===== config.mk =====
export PLATFORM = sky130hd
export DESIGN_NAME = vga_timing_gen_flat
export DESIGN_NICKNAME = d
export VERILOG_FILES = /design/src/rtl/vga_timing_gen_if.sv /design/src/rtl/vga_timing_gen.sv /design/src/flat_wrapper.sv
export SDC_FILE = /design/constraint.sdc
export NUM_CORES = 1
export LEC_CHECK = 0
export CELL_PAD_IN_SITES_DETAIL_PLACEMENT = 1
export CELL_PAD_IN_SITES_GLOBAL_PLACEMENT = 2
export CORE_ASPECT_RATIO = 1.75
export CORE_MARGIN = 2
export CORE_UTILIZATION = 27
export DETAILED_ROUTE_END_ITERATION = 10
export PLACE_DENSITY = 0.77
export SYNTH_ARGS = -nofsm -noshare
export SYNTH_HDL_FRONTEND = slang
export SYNTH_SLANG_ARGS = --single-unit

===== constraint.sdc =====
create_clock -name Clk -period 2.4 [get_ports Clk]
set_input_delay 0.36 -clock Clk [delete_from_list [all_inputs] [get_ports Clk]]
set_output_delay 0.36 -clock Clk [all_outputs]
set_load 0.03 [all_outputs]

===== src/rtl/vga_timing_gen_if.sv =====
// Bundle between the raster timing generator and its colour mapper / DAC pins.
// The master drives the scan position and the DAC outputs; the slave returns colour.
interface vga_timing_gen_if;
  logic [7:0] Red;
  logic [7:0] Green;
  logic [7:0] Blue;
  logic [9:0] DrawX;
  logic [9:0] DrawY;
  logic       frame_start;
  logic       VGA_CLK;
  logic       VGA_HS;
  logic       VGA_VS;
  logic       VGA_BLANK_N;
  logic       VGA_SYNC_N;
  logic [7:0] VGA_R;
  logic [7:0] VGA_G;
  logic [7:0] VGA_B;

  modport master (
    input  Red, Green, Blue,
    output DrawX, DrawY, frame_start,
    output VGA_CLK, VGA_HS, VGA_VS, VGA_BLANK_N, VGA_SYNC_N,
    output VGA_R, VGA_G, VGA_B
  );

  modport slave (
    output Red, Green, Blue,
    input  DrawX, DrawY, frame_start,
    input  VGA_CLK, VGA_HS, VGA_VS, VGA_BLANK_N, VGA_SYNC_N,
    input  VGA_R, VGA_G, VGA_B
  );
endinterface


===== src/rtl/vga_timing_gen.sv =====
// VGA raster timing generator: divides the system clock to a pixel enable, scans DrawX/DrawY,
// and registers the returned colour together with sync/blank so the DAC sees them aligned.
module vga_timing_gen #(
  parameter int CLK_DIV   = 2,
  parameter int H_VISIBLE = 640,
  parameter int H_FRONT   = 16,
  parameter int H_SYNC    = 96,
  parameter int H_BACK    = 48,
  parameter int V_VISIBLE = 480,
  parameter int V_FRONT   = 10,
  parameter int V_SYNC    = 2,
  parameter int V_BACK    = 33
) (
  input  logic             Clk,
  input  logic             Reset_n,
  vga_timing_gen_if.master vga
);
  localparam int H_TOTAL = H_VISIBLE + H_FRONT + H_SYNC + H_BACK;
  localparam int V_TOTAL = V_VISIBLE + V_FRONT + V_SYNC + V_BACK;
  localparam int DIV_W   = $clog2(CLK_DIV);

  localparam logic [DIV_W-1:0] DIV_LAST = DIV_W'(CLK_DIV - 1);
  localparam logic [DIV_W-1:0] DIV_HALF = DIV_W'(CLK_DIV / 2);
  localparam logic [DIV_W-1:0] DIV_ONE  = DIV_W'(1);

  localparam logic [9:0] H_LAST   = 10'(H_TOTAL - 1);
  localparam logic [9:0] H_VIS    = 10'(H_VISIBLE);
  localparam logic [9:0] HS_BEGIN = 10'(H_VISIBLE + H_FRONT);
  localparam logic [9:0] HS_END   = 10'(H_VISIBLE + H_FRONT + H_SYNC);
  localparam logic [9:0] V_LAST   = 10'(V_TOTAL - 1);
  localparam logic [9:0] V_VIS    = 10'(V_VISIBLE);
  localparam logic [9:0] VS_BEGIN = 10'(V_VISIBLE + V_FRONT);
  localparam logic [9:0] VS_END   = 10'(V_VISIBLE + V_FRONT + V_SYNC);

  logic [DIV_W-1:0] div_r;
  logic [DIV_W-1:0] div_nxt_s;
  logic [9:0]       hc_r;
  logic [9:0]       vc_r;
  logic [9:0]       hc_nxt_s;
  logic [9:0]       vc_nxt_s;
  logic             pix_en_s;
  logic             h_wrap_s;
  logic             v_wrap_s;
  logic             frame_wrap_s;
  logic             vis_s;
  logic             hs_act_s;
  logic             vs_act_s;

  logic             vga_clk_r;
  logic             frame_start_r;
  logic             hs_r;
  logic             vs_r;
  logic             blank_n_r;
  logic [7:0]       red_r;
  logic [7:0]       green_r;
  logic [7:0]       blue_r;

  // Pixel-enable decode, next raster position and sync/visible decode of the current position.
  always_comb begin
    pix_en_s     = (div_r == DIV_LAST);
    h_wrap_s     = (hc_r == H_LAST);
    v_wrap_s     = (vc_r == V_LAST);
    frame_wrap_s = pix_en_s && h_wrap_s && v_wrap_s;
    vis_s        = (hc_r < H_VIS) && (vc_r < V_VIS);
    hs_act_s     = (hc_r >= HS_BEGIN) && (hc_r < HS_END);
    vs_act_s     = (vc_r >= VS_BEGIN) && (vc_r < VS_END);
    div_nxt_s    = div_r;
    hc_nxt_s     = hc_r;
    vc_nxt_s     = vc_r;

    if (pix_en_s) begin
      div_nxt_s = '0;
    end else begin
      div_nxt_s = div_r + DIV_ONE;
    end

    if (pix_en_s) begin
      if (h_wrap_s) begin
        hc_nxt_s = 10'd0;
        if (v_wrap_s) begin
          vc_nxt_s = 10'd0;
        end else begin
          vc_nxt_s = vc_r + 10'd1;
        end
      end else begin
        hc_nxt_s = hc_r + 10'd1;
        vc_nxt_s = vc_r;
      end
    end else begin
      hc_nxt_s = hc_r;
      vc_nxt_s = vc_r;
    end
  end

  // Clock divider and raster counters.
  always_ff @(posedge Clk or negedge Reset_n) begin
    if (!Reset_n) begin
      div_r <= '0;
      hc_r  <= 10'd0;
      vc_r  <= 10'd0;
    end else begin
      div_r <= div_nxt_s;
      hc_r  <= hc_nxt_s;
      vc_r  <= vc_nxt_s;
    end
  end

  // DAC output stage: decoded from the pre-increment position, so pins lag DrawX/DrawY by one pixel.
  always_ff @(posedge Clk or negedge Reset_n) begin
    if (!Reset_n) begin
      vga_clk_r     <= 1'b0;
      frame_start_r <= 1'b0;
      hs_r          <= 1'b1;
      vs_r          <= 1'b1;
      blank_n_r     <= 1'b0;
      red_r         <= 8'h00;
      green_r       <= 8'h00;
      blue_r        <= 8'h00;
    end else begin
      vga_clk_r     <= (div_r >= DIV_HALF);
      frame_start_r <= frame_wrap_s;
      if (pix_en_s) begin
        hs_r      <= ~hs_act_s;
        vs_r      <= ~vs_act_s;
        blank_n_r <= vis_s;
        red_r     <= vis_s ? vga.Red   : 8'h00;
        green_r   <= vis_s ? vga.Green : 8'h00;
        blue_r    <= vis_s ? vga.Blue  : 8'h00;
      end
    end
  end

  assign vga.DrawX       = hc_r;
  assign vga.DrawY       = vc_r;
  assign vga.frame_start = frame_start_r;
  assign vga.VGA_CLK     = vga_clk_r;
  assign vga.VGA_HS      = hs_r;
  assign vga.VGA_VS      = vs_r;
  assign vga.VGA_BLANK_N = blank_n_r;
  assign vga.VGA_SYNC_N  = 1'b0;
  assign vga.VGA_R       = red_r;
  assign vga.VGA_G       = green_r;
  assign vga.VGA_B       = blue_r;
endmodule


===== src/flat_wrapper.sv =====
// flat-port wrapper written by rule: the top's interface ports become plain ports
module vga_timing_gen_flat 
#(
  parameter int CLK_DIV   = 2,
  parameter int H_VISIBLE = 640,
  parameter int H_FRONT   = 16,
  parameter int H_SYNC    = 96,
  parameter int H_BACK    = 48,
  parameter int V_VISIBLE = 480,
  parameter int V_FRONT   = 10,
  parameter int V_SYNC    = 2,
  parameter int V_BACK    = 33
)
  (Clk, Reset_n, vga_Red, vga_Green, vga_Blue, vga_DrawX, vga_DrawY, vga_frame_start, vga_VGA_CLK, vga_VGA_HS, vga_VGA_VS, vga_VGA_BLANK_N, vga_VGA_SYNC_N, vga_VGA_R, vga_VGA_G, vga_VGA_B);
  vga_timing_gen_if vga_i ();
  input  logic Clk;
  input  logic Reset_n;
  input wire logic [$bits(vga_i.Red)-1:0] vga_Red;
  input wire logic [$bits(vga_i.Green)-1:0] vga_Green;
  input wire logic [$bits(vga_i.Blue)-1:0] vga_Blue;
  output wire logic [$bits(vga_i.DrawX)-1:0] vga_DrawX;
  output wire logic [$bits(vga_i.DrawY)-1:0] vga_DrawY;
  output wire logic [$bits(vga_i.frame_start)-1:0] vga_frame_start;
  output wire logic [$bits(vga_i.VGA_CLK)-1:0] vga_VGA_CLK;
  output wire logic [$bits(vga_i.VGA_HS)-1:0] vga_VGA_HS;
  output wire logic [$bits(vga_i.VGA_VS)-1:0] vga_VGA_VS;
  output wire logic [$bits(vga_i.VGA_BLANK_N)-1:0] vga_VGA_BLANK_N;
  output wire logic [$bits(vga_i.VGA_SYNC_N)-1:0] vga_VGA_SYNC_N;
  output wire logic [$bits(vga_i.VGA_R)-1:0] vga_VGA_R;
  output wire logic [$bits(vga_i.VGA_G)-1:0] vga_VGA_G;
  output wire logic [$bits(vga_i.VGA_B)-1:0] vga_VGA_B;
  assign vga_i.Red = vga_Red;
  assign vga_i.Green = vga_Green;
  assign vga_i.Blue = vga_Blue;
  assign vga_DrawX = vga_i.DrawX;
  assign vga_DrawY = vga_i.DrawY;
  assign vga_frame_start = vga_i.frame_start;
  assign vga_VGA_CLK = vga_i.VGA_CLK;
  assign vga_VGA_HS = vga_i.VGA_HS;
  assign vga_VGA_VS = vga_i.VGA_VS;
  assign vga_VGA_BLANK_N = vga_i.VGA_BLANK_N;
  assign vga_VGA_SYNC_N = vga_i.VGA_SYNC_N;
  assign vga_VGA_R = vga_i.VGA_R;
  assign vga_VGA_G = vga_i.VGA_G;
  assign vga_VGA_B = vga_i.VGA_B;
  vga_timing_gen #(.CLK_DIV(CLK_DIV), .H_VISIBLE(H_VISIBLE), .H_FRONT(H_FRONT), .H_SYNC(H_SYNC), .H_BACK(H_BACK), .V_VISIBLE(V_VISIBLE), .V_FRONT(V_FRONT), .V_SYNC(V_SYNC), .V_BACK(V_BACK)) u_core (.Clk(Clk), .Reset_n(Reset_n), .vga(vga_i));
endmodule

==> flow_results.xml <==
<?xml version="1.0" encoding="UTF-8"?>
<metrics>
  <group name="outcome">
    <metric name="outcome" unit="">finished, final reports clean</metric>
  </group>
  <group name="global_routing">
    <metric name="global_route_wire_length_before_repair" unit="um">9860</metric>
    <metric name="grt_pass1_vias" unit="">1891</metric>
    <metric name="initial_antenna_violation_count" unit="">0</metric>
    <metric name="gr-usage-all-layers" unit="">0.1485</metric>
    <metric name="grt_start_max_net_pins" unit="">28</metric>
    <metric name="remaining_global_route_overflow" unit="">0</metric>
  </group>
  <group name="critical_path">
    <metric name="worst_setup_path_end_kind" unit="">flip-flop</metric>
    <metric name="slowest_delay" unit="ns">0.51</metric>
    <metric name="worstSetupStartpoint" unit="">u_core.vga.DrawX[0]</metric>
    <metric name="critPathSlowestCell" unit="">sky130_fd_sc_hd__or3b_4</metric>
    <metric name="worstSetupStartpointType" unit="">flip-flop</metric>
    <metric name="crit_arrival" unit="ns">2.18</metric>
    <metric name="crit_path_max_fanout" unit="">6</metric>
    <metric name="endpoint_required_time_on_the_critical_path" unit="ns">2.63</metric>
    <metric name="timing.setup.critical_path_class" unit="">flip-flop to flip-flop</metric>
    <metric name="regToRegStartpoint" unit="">u_core.vga.DrawX[0]</metric>
    <metric name="r2r.worst_path.cells" unit="">5</metric>
    <metric name="crit_path_cell_trace" unit="">ha_1 &gt; nand4_1 &gt; or3b_4 &gt; nor2_1 &gt; a32o_1</metric>
    <metric name="worst_r2r_endpoint" unit="">u_core.vga.DrawY[9]</metric>
    <metric name="ff_to_ff_setup_slack" unit="ns">0.45</metric>
    <metric name="worst_path_dominant_cell_family" unit="">simple AND/OR/NAND/NOR gates</metric>
    <metric name="timing.critical_path.buf_inv" unit="">0</metric>
  </group>
  <group name="synth">
    <metric name="synth.top_cell.area_share" unit="">0.5588</metric>
    <metric name="cell_type_contributing_the_most_total_cell_area_after_synthesis" unit="">sky130_fd_sc_hd__dfrtp_1</metric>
    <metric name="yosysMostFrequentCell" unit="">sky130_fd_sc_hd__dfrtp_1</metric>
    <metric name="ys_seq_area_frac" unit="">0.5832</metric>
    <metric name="synthArstFlopShare" unit="">1.000</metric>
    <metric name="synth_common_cells" unit="">48 x sky130_fd_sc_hd__dfrtp_1, 26 x sky130_fd_sc_hd__a22o_1, 14 x sky130_fd_sc_hd__nand2_1</metric>
    <metric name="dominantRegCellSynth" unit="">sky130_fd_sc_hd__dfrtp_1</metric>
    <metric name="post_synth_instance_area" unit="mm2">0.002150</metric>
    <metric name="number_of_register_bits_inferred_by_synthesis" unit="">50</metric>
    <metric name="synth.yosys.warnings" unit="">0</metric>
    <metric name="post_synth_main_area_contributors" unit="">sky130_fd_sc_hd__dfrtp_1 56%, sky130_fd_sc_hd__a22o_1 11%, sky130_fd_sc_hd__dfstp_2 2.4%, sky130_fd_sc_hd__nand2_1 2.4%, sky130_fd_sc_hd__ha_1 2.3%</metric>
    <metric name="syn-instance-count" unit="">185</metric>
    <metric name="synth_nets" unit="">215</metric>
    <metric name="synth_area_per_cell" unit="um2">11.62</metric>
    <metric name="ys_types" unit="">38</metric>
    <metric name="synth_edf_count" unit="">0</metric>
  </group>
  <group name="cts">
    <metric name="cts-resized-gates" unit="">0</metric>
    <metric name="clock_slew_at_the_register_clock_pins_of_the_worst_setup_and_hold_paths" unit="ns">0.07</metric>
    <metric name="cts.hold.buffers_added" unit="">0</metric>
    <metric name="clock-sinks" unit="">50</metric>
    <metric name="cts-htree-levels" unit="">2</metric>
    <metric name="cts_inserted_buffers" unit="">5</metric>
    <metric name="deepest_clock_path_buffer_count" unit="">2</metric>
    <metric name="post_cts.repair.setup_buffers" unit="">0</metric>
    <metric name="worstSkewPairLatency" unit="ns">0.29</metric>
    <metric name="tritoncts" unit="">yes</metric>
    <metric name="cts.root.buffer_cell" unit="">sky130_fd_sc_hd__clkbuf_16</metric>
  </group>
  <group name="timing">
    <metric name="finClkSkew" unit="ns">0.005881</metric>
    <metric name="rsz_0062_raised_after_global_routing" unit="">no</metric>
    <metric name="timing.final.hold_violations" unit="">0</metric>
    <metric name="period_needed" unit="ns">1.950</metric>
    <metric name="finalMaxSlewViolations" unit="">0</metric>
    <metric name="share_of_the_cycle_needed_by_the_critical_path_after_routing" unit="">0.8123</metric>
    <metric name="tightest_slew" unit="ns">0.6254</metric>
    <metric name="fmax" unit="MHz">512.9</metric>
    <metric name="sum_of_negative_setup_slack" unit="ns">0</metric>
    <metric name="timing.max_slew.rel_slack" unit="">0.5830</metric>
    <metric name="setup_slack" unit="ns">0.4505</metric>
    <metric name="setup-violations-final" unit="">0</metric>
  </group>
  <group name="job">
    <metric name="cap_violations" unit="">0</metric>
  </group>
  <group name="cells_and_area">
    <metric name="final_net_count" unit="">294</metric>
    <metric name="fillers" unit="">843</metric>
    <metric name="drive_above_1_share" unit="">0.1019</metric>
    <metric name="antenna_cells" unit="">0</metric>
    <metric name="final_util" unit="">0.4112</metric>
    <metric name="area_growth_from_synthesis_to_layout" unit="%">49.24</metric>
  </group>
  <group name="floorplan">
    <metric name="die_height" unit="um">122.0</metric>
    <metric name="pin_count" unit="">76</metric>
    <metric name="rows" unit="">43</metric>
    <metric name="design.die.area" unit="mm2">0.008719</metric>
    <metric name="horizontal_die_dimension" unit="um">71.45</metric>
    <metric name="fp.coreArea" unit="mm2">0.007801</metric>
    <metric name="initial_utilization" unit="">0.2755</metric>
  </group>
  <group name="power">
    <metric name="internal_power" unit="uW">1573</metric>
    <metric name="total_leakage_power" unit="uW">0.001411</metric>
    <metric name="clock_power_share" unit="">0.472</metric>
    <metric name="pwr-share-comb" unit="">0.084</metric>
    <metric name="p_seq_frac" unit="">0.444</metric>
    <metric name="vdd_drop_max" unit="mV">0.4500</metric>
    <metric name="power.share.switching" unit="">0.2013</metric>
    <metric name="switchingPower" unit="uW">396.5</metric>
    <metric name="areal_power_density_over_the_cells" unit="mW/mm2">614.0</metric>
  </group>
  <group name="detailed_routing">
    <metric name="detailroute.via_count" unit="">1747</metric>
    <metric name="avgRoutedWirePerCell" unit="um">16.86</metric>
    <metric name="drt-vias-per-instance" unit="">4.921</metric>
    <metric name="finalWirelength" unit="um">5986</metric>
    <metric name="antenna_violating_nets_post_route" unit="">0</metric>
    <metric name="number_of_iterations_in_the_first_detailed_routing_pass" unit="">4</metric>
    <metric name="route.detailed.drc" unit="">0</metric>
    <metric name="number_of_drc_markers_after_the_initial_detailed_route_iteration" unit="">49</metric>
  </group>
  <group name="placement">
    <metric name="post_detail_place_hpwl" unit="um">4493</metric>
    <metric name="placement.setup.worst_slack" unit="ns">0.4551</metric>
    <metric name="placement.io_buffers" unit="">74</metric>
    <metric name="gpl.final_weighted_congestion" unit="">0.7782</metric>
  </group>
  <group name="min_path">
    <metric name="timing.hold.worst.class" unit="">input port to asynchronous set/reset pin</metric>
  </group>
</metrics>
## flip-flops by register name (all words and copies together), names as in the netlist
| register | count |
|---|---|
| u_core.div_r | 1 |
| u_core.vga.DrawX | 10 |
| u_core.vga.DrawY | 10 |
| u_core.vga.VGA_B | 8 |
| u_core.vga.VGA_BLANK_N | 1 |
| u_core.vga.VGA_CLK | 1 |
| u_core.vga.VGA_G | 8 |
| u_core.vga.VGA_HS | 1 |
| u_core.vga.VGA_R | 8 |
| u_core.vga.VGA_VS | 1 |
| u_core.vga.frame_start | 1 |
## power by group through the flow
stage,Sequential [uW],Clock (uW),Combinational (uW)
detailed placement,890,0,170
global route,877,996,177
floorplan,932,0,20.8
global placement,890,0,166
CTS,875,955,170
finish,875,929,166
## how the worst max path moves through the flow
| stage | endpoint | slack (ns) | depth (start not counted) |
|---|---|---|---|
| floorplan | u_core.vga.DrawY[3] | 0.47 | 5 |
| global placement | u_core.vga.DrawY[9] | 0.58 | 5 |
| CTS | u_core.vga.DrawY[9] | 0.44 | 5 |
| finish | u_core.vga.DrawY[9] | 0.45 | 5 |
| global route | u_core.vga.DrawY[9] | 0.32 | 5 |
| detailed placement | u_core.vga.DrawY[9] | 0.46 | 5 |
## layout make-up
type | instances | area [um2] | share of cell area
sequential | 50 | 1254 | 0.3908
multi-input combinational | 119 | 828.3 | 0.2582
timing repair buffer | 81 | 788.3 | 0.2457
clock buffer | 6 | 138.9 | 0.04329
tap | 90 | 112.6 | 0.03510
clock inverter | 2 | 60.06 | 0.01872
inverter | 7 | 26.28 | 0.008190
## layout by cell type, fill, tap and decap left out, drive strengths merged, types with 2 or more instances in the layout
cell	count
nand3	7
buf	8
mux2i	2
clkbuf	6
and3	2
bufinv	2
inv	7
o21ai	9
dfstp	2
xor2	3
nor3	6
clkdlybuf4s50	73
dfrtp	48
a22o	27
ha	4
a21oi	3
a31oi	2
nor4	2
nand4	7
nand2	14
xnor2	5
and4	3
nor4b	2
nor2	12
## metrics by stage
step	cell area, um2	hold slack [ns]	total power (uW)	instances
finish	3208	0.08181	1970	355
global route	3208	0.1366	2051	355
CTS	3208	0.1070	2000	355
detailed placement	3009	0.4244	1060	347
global placement	3009	0.4128	1057	347
floorplan	2150	0.06441	952.5	185
## routing by layer
metal | up-vias | GRT usage | wire length [um]
met5 | - | 0 | 0
met4 | 0 | 0.06132 | 129
met3 | 9 | 0.03474 | 234
met2 | 45 | 0.2593 | 3379
met1 | 867 | 0.1718 | 2243
li1 | 826 | - | -
## logic make-up after synthesis
| group | share of synthesized area |
|---|---|
| flops | 0.5832 |
| xor+xnor | 0.03260 |
| simple gates | 0.1572 |
| fa+ha+maj | 0.02328 |
| buf+inv | 0.03143 |
| other cells | 0.001745 |
| compound gates | 0.1560 |
| mux | 0.01455 |
Note: power is estimated with default switching activity, not from simulation.
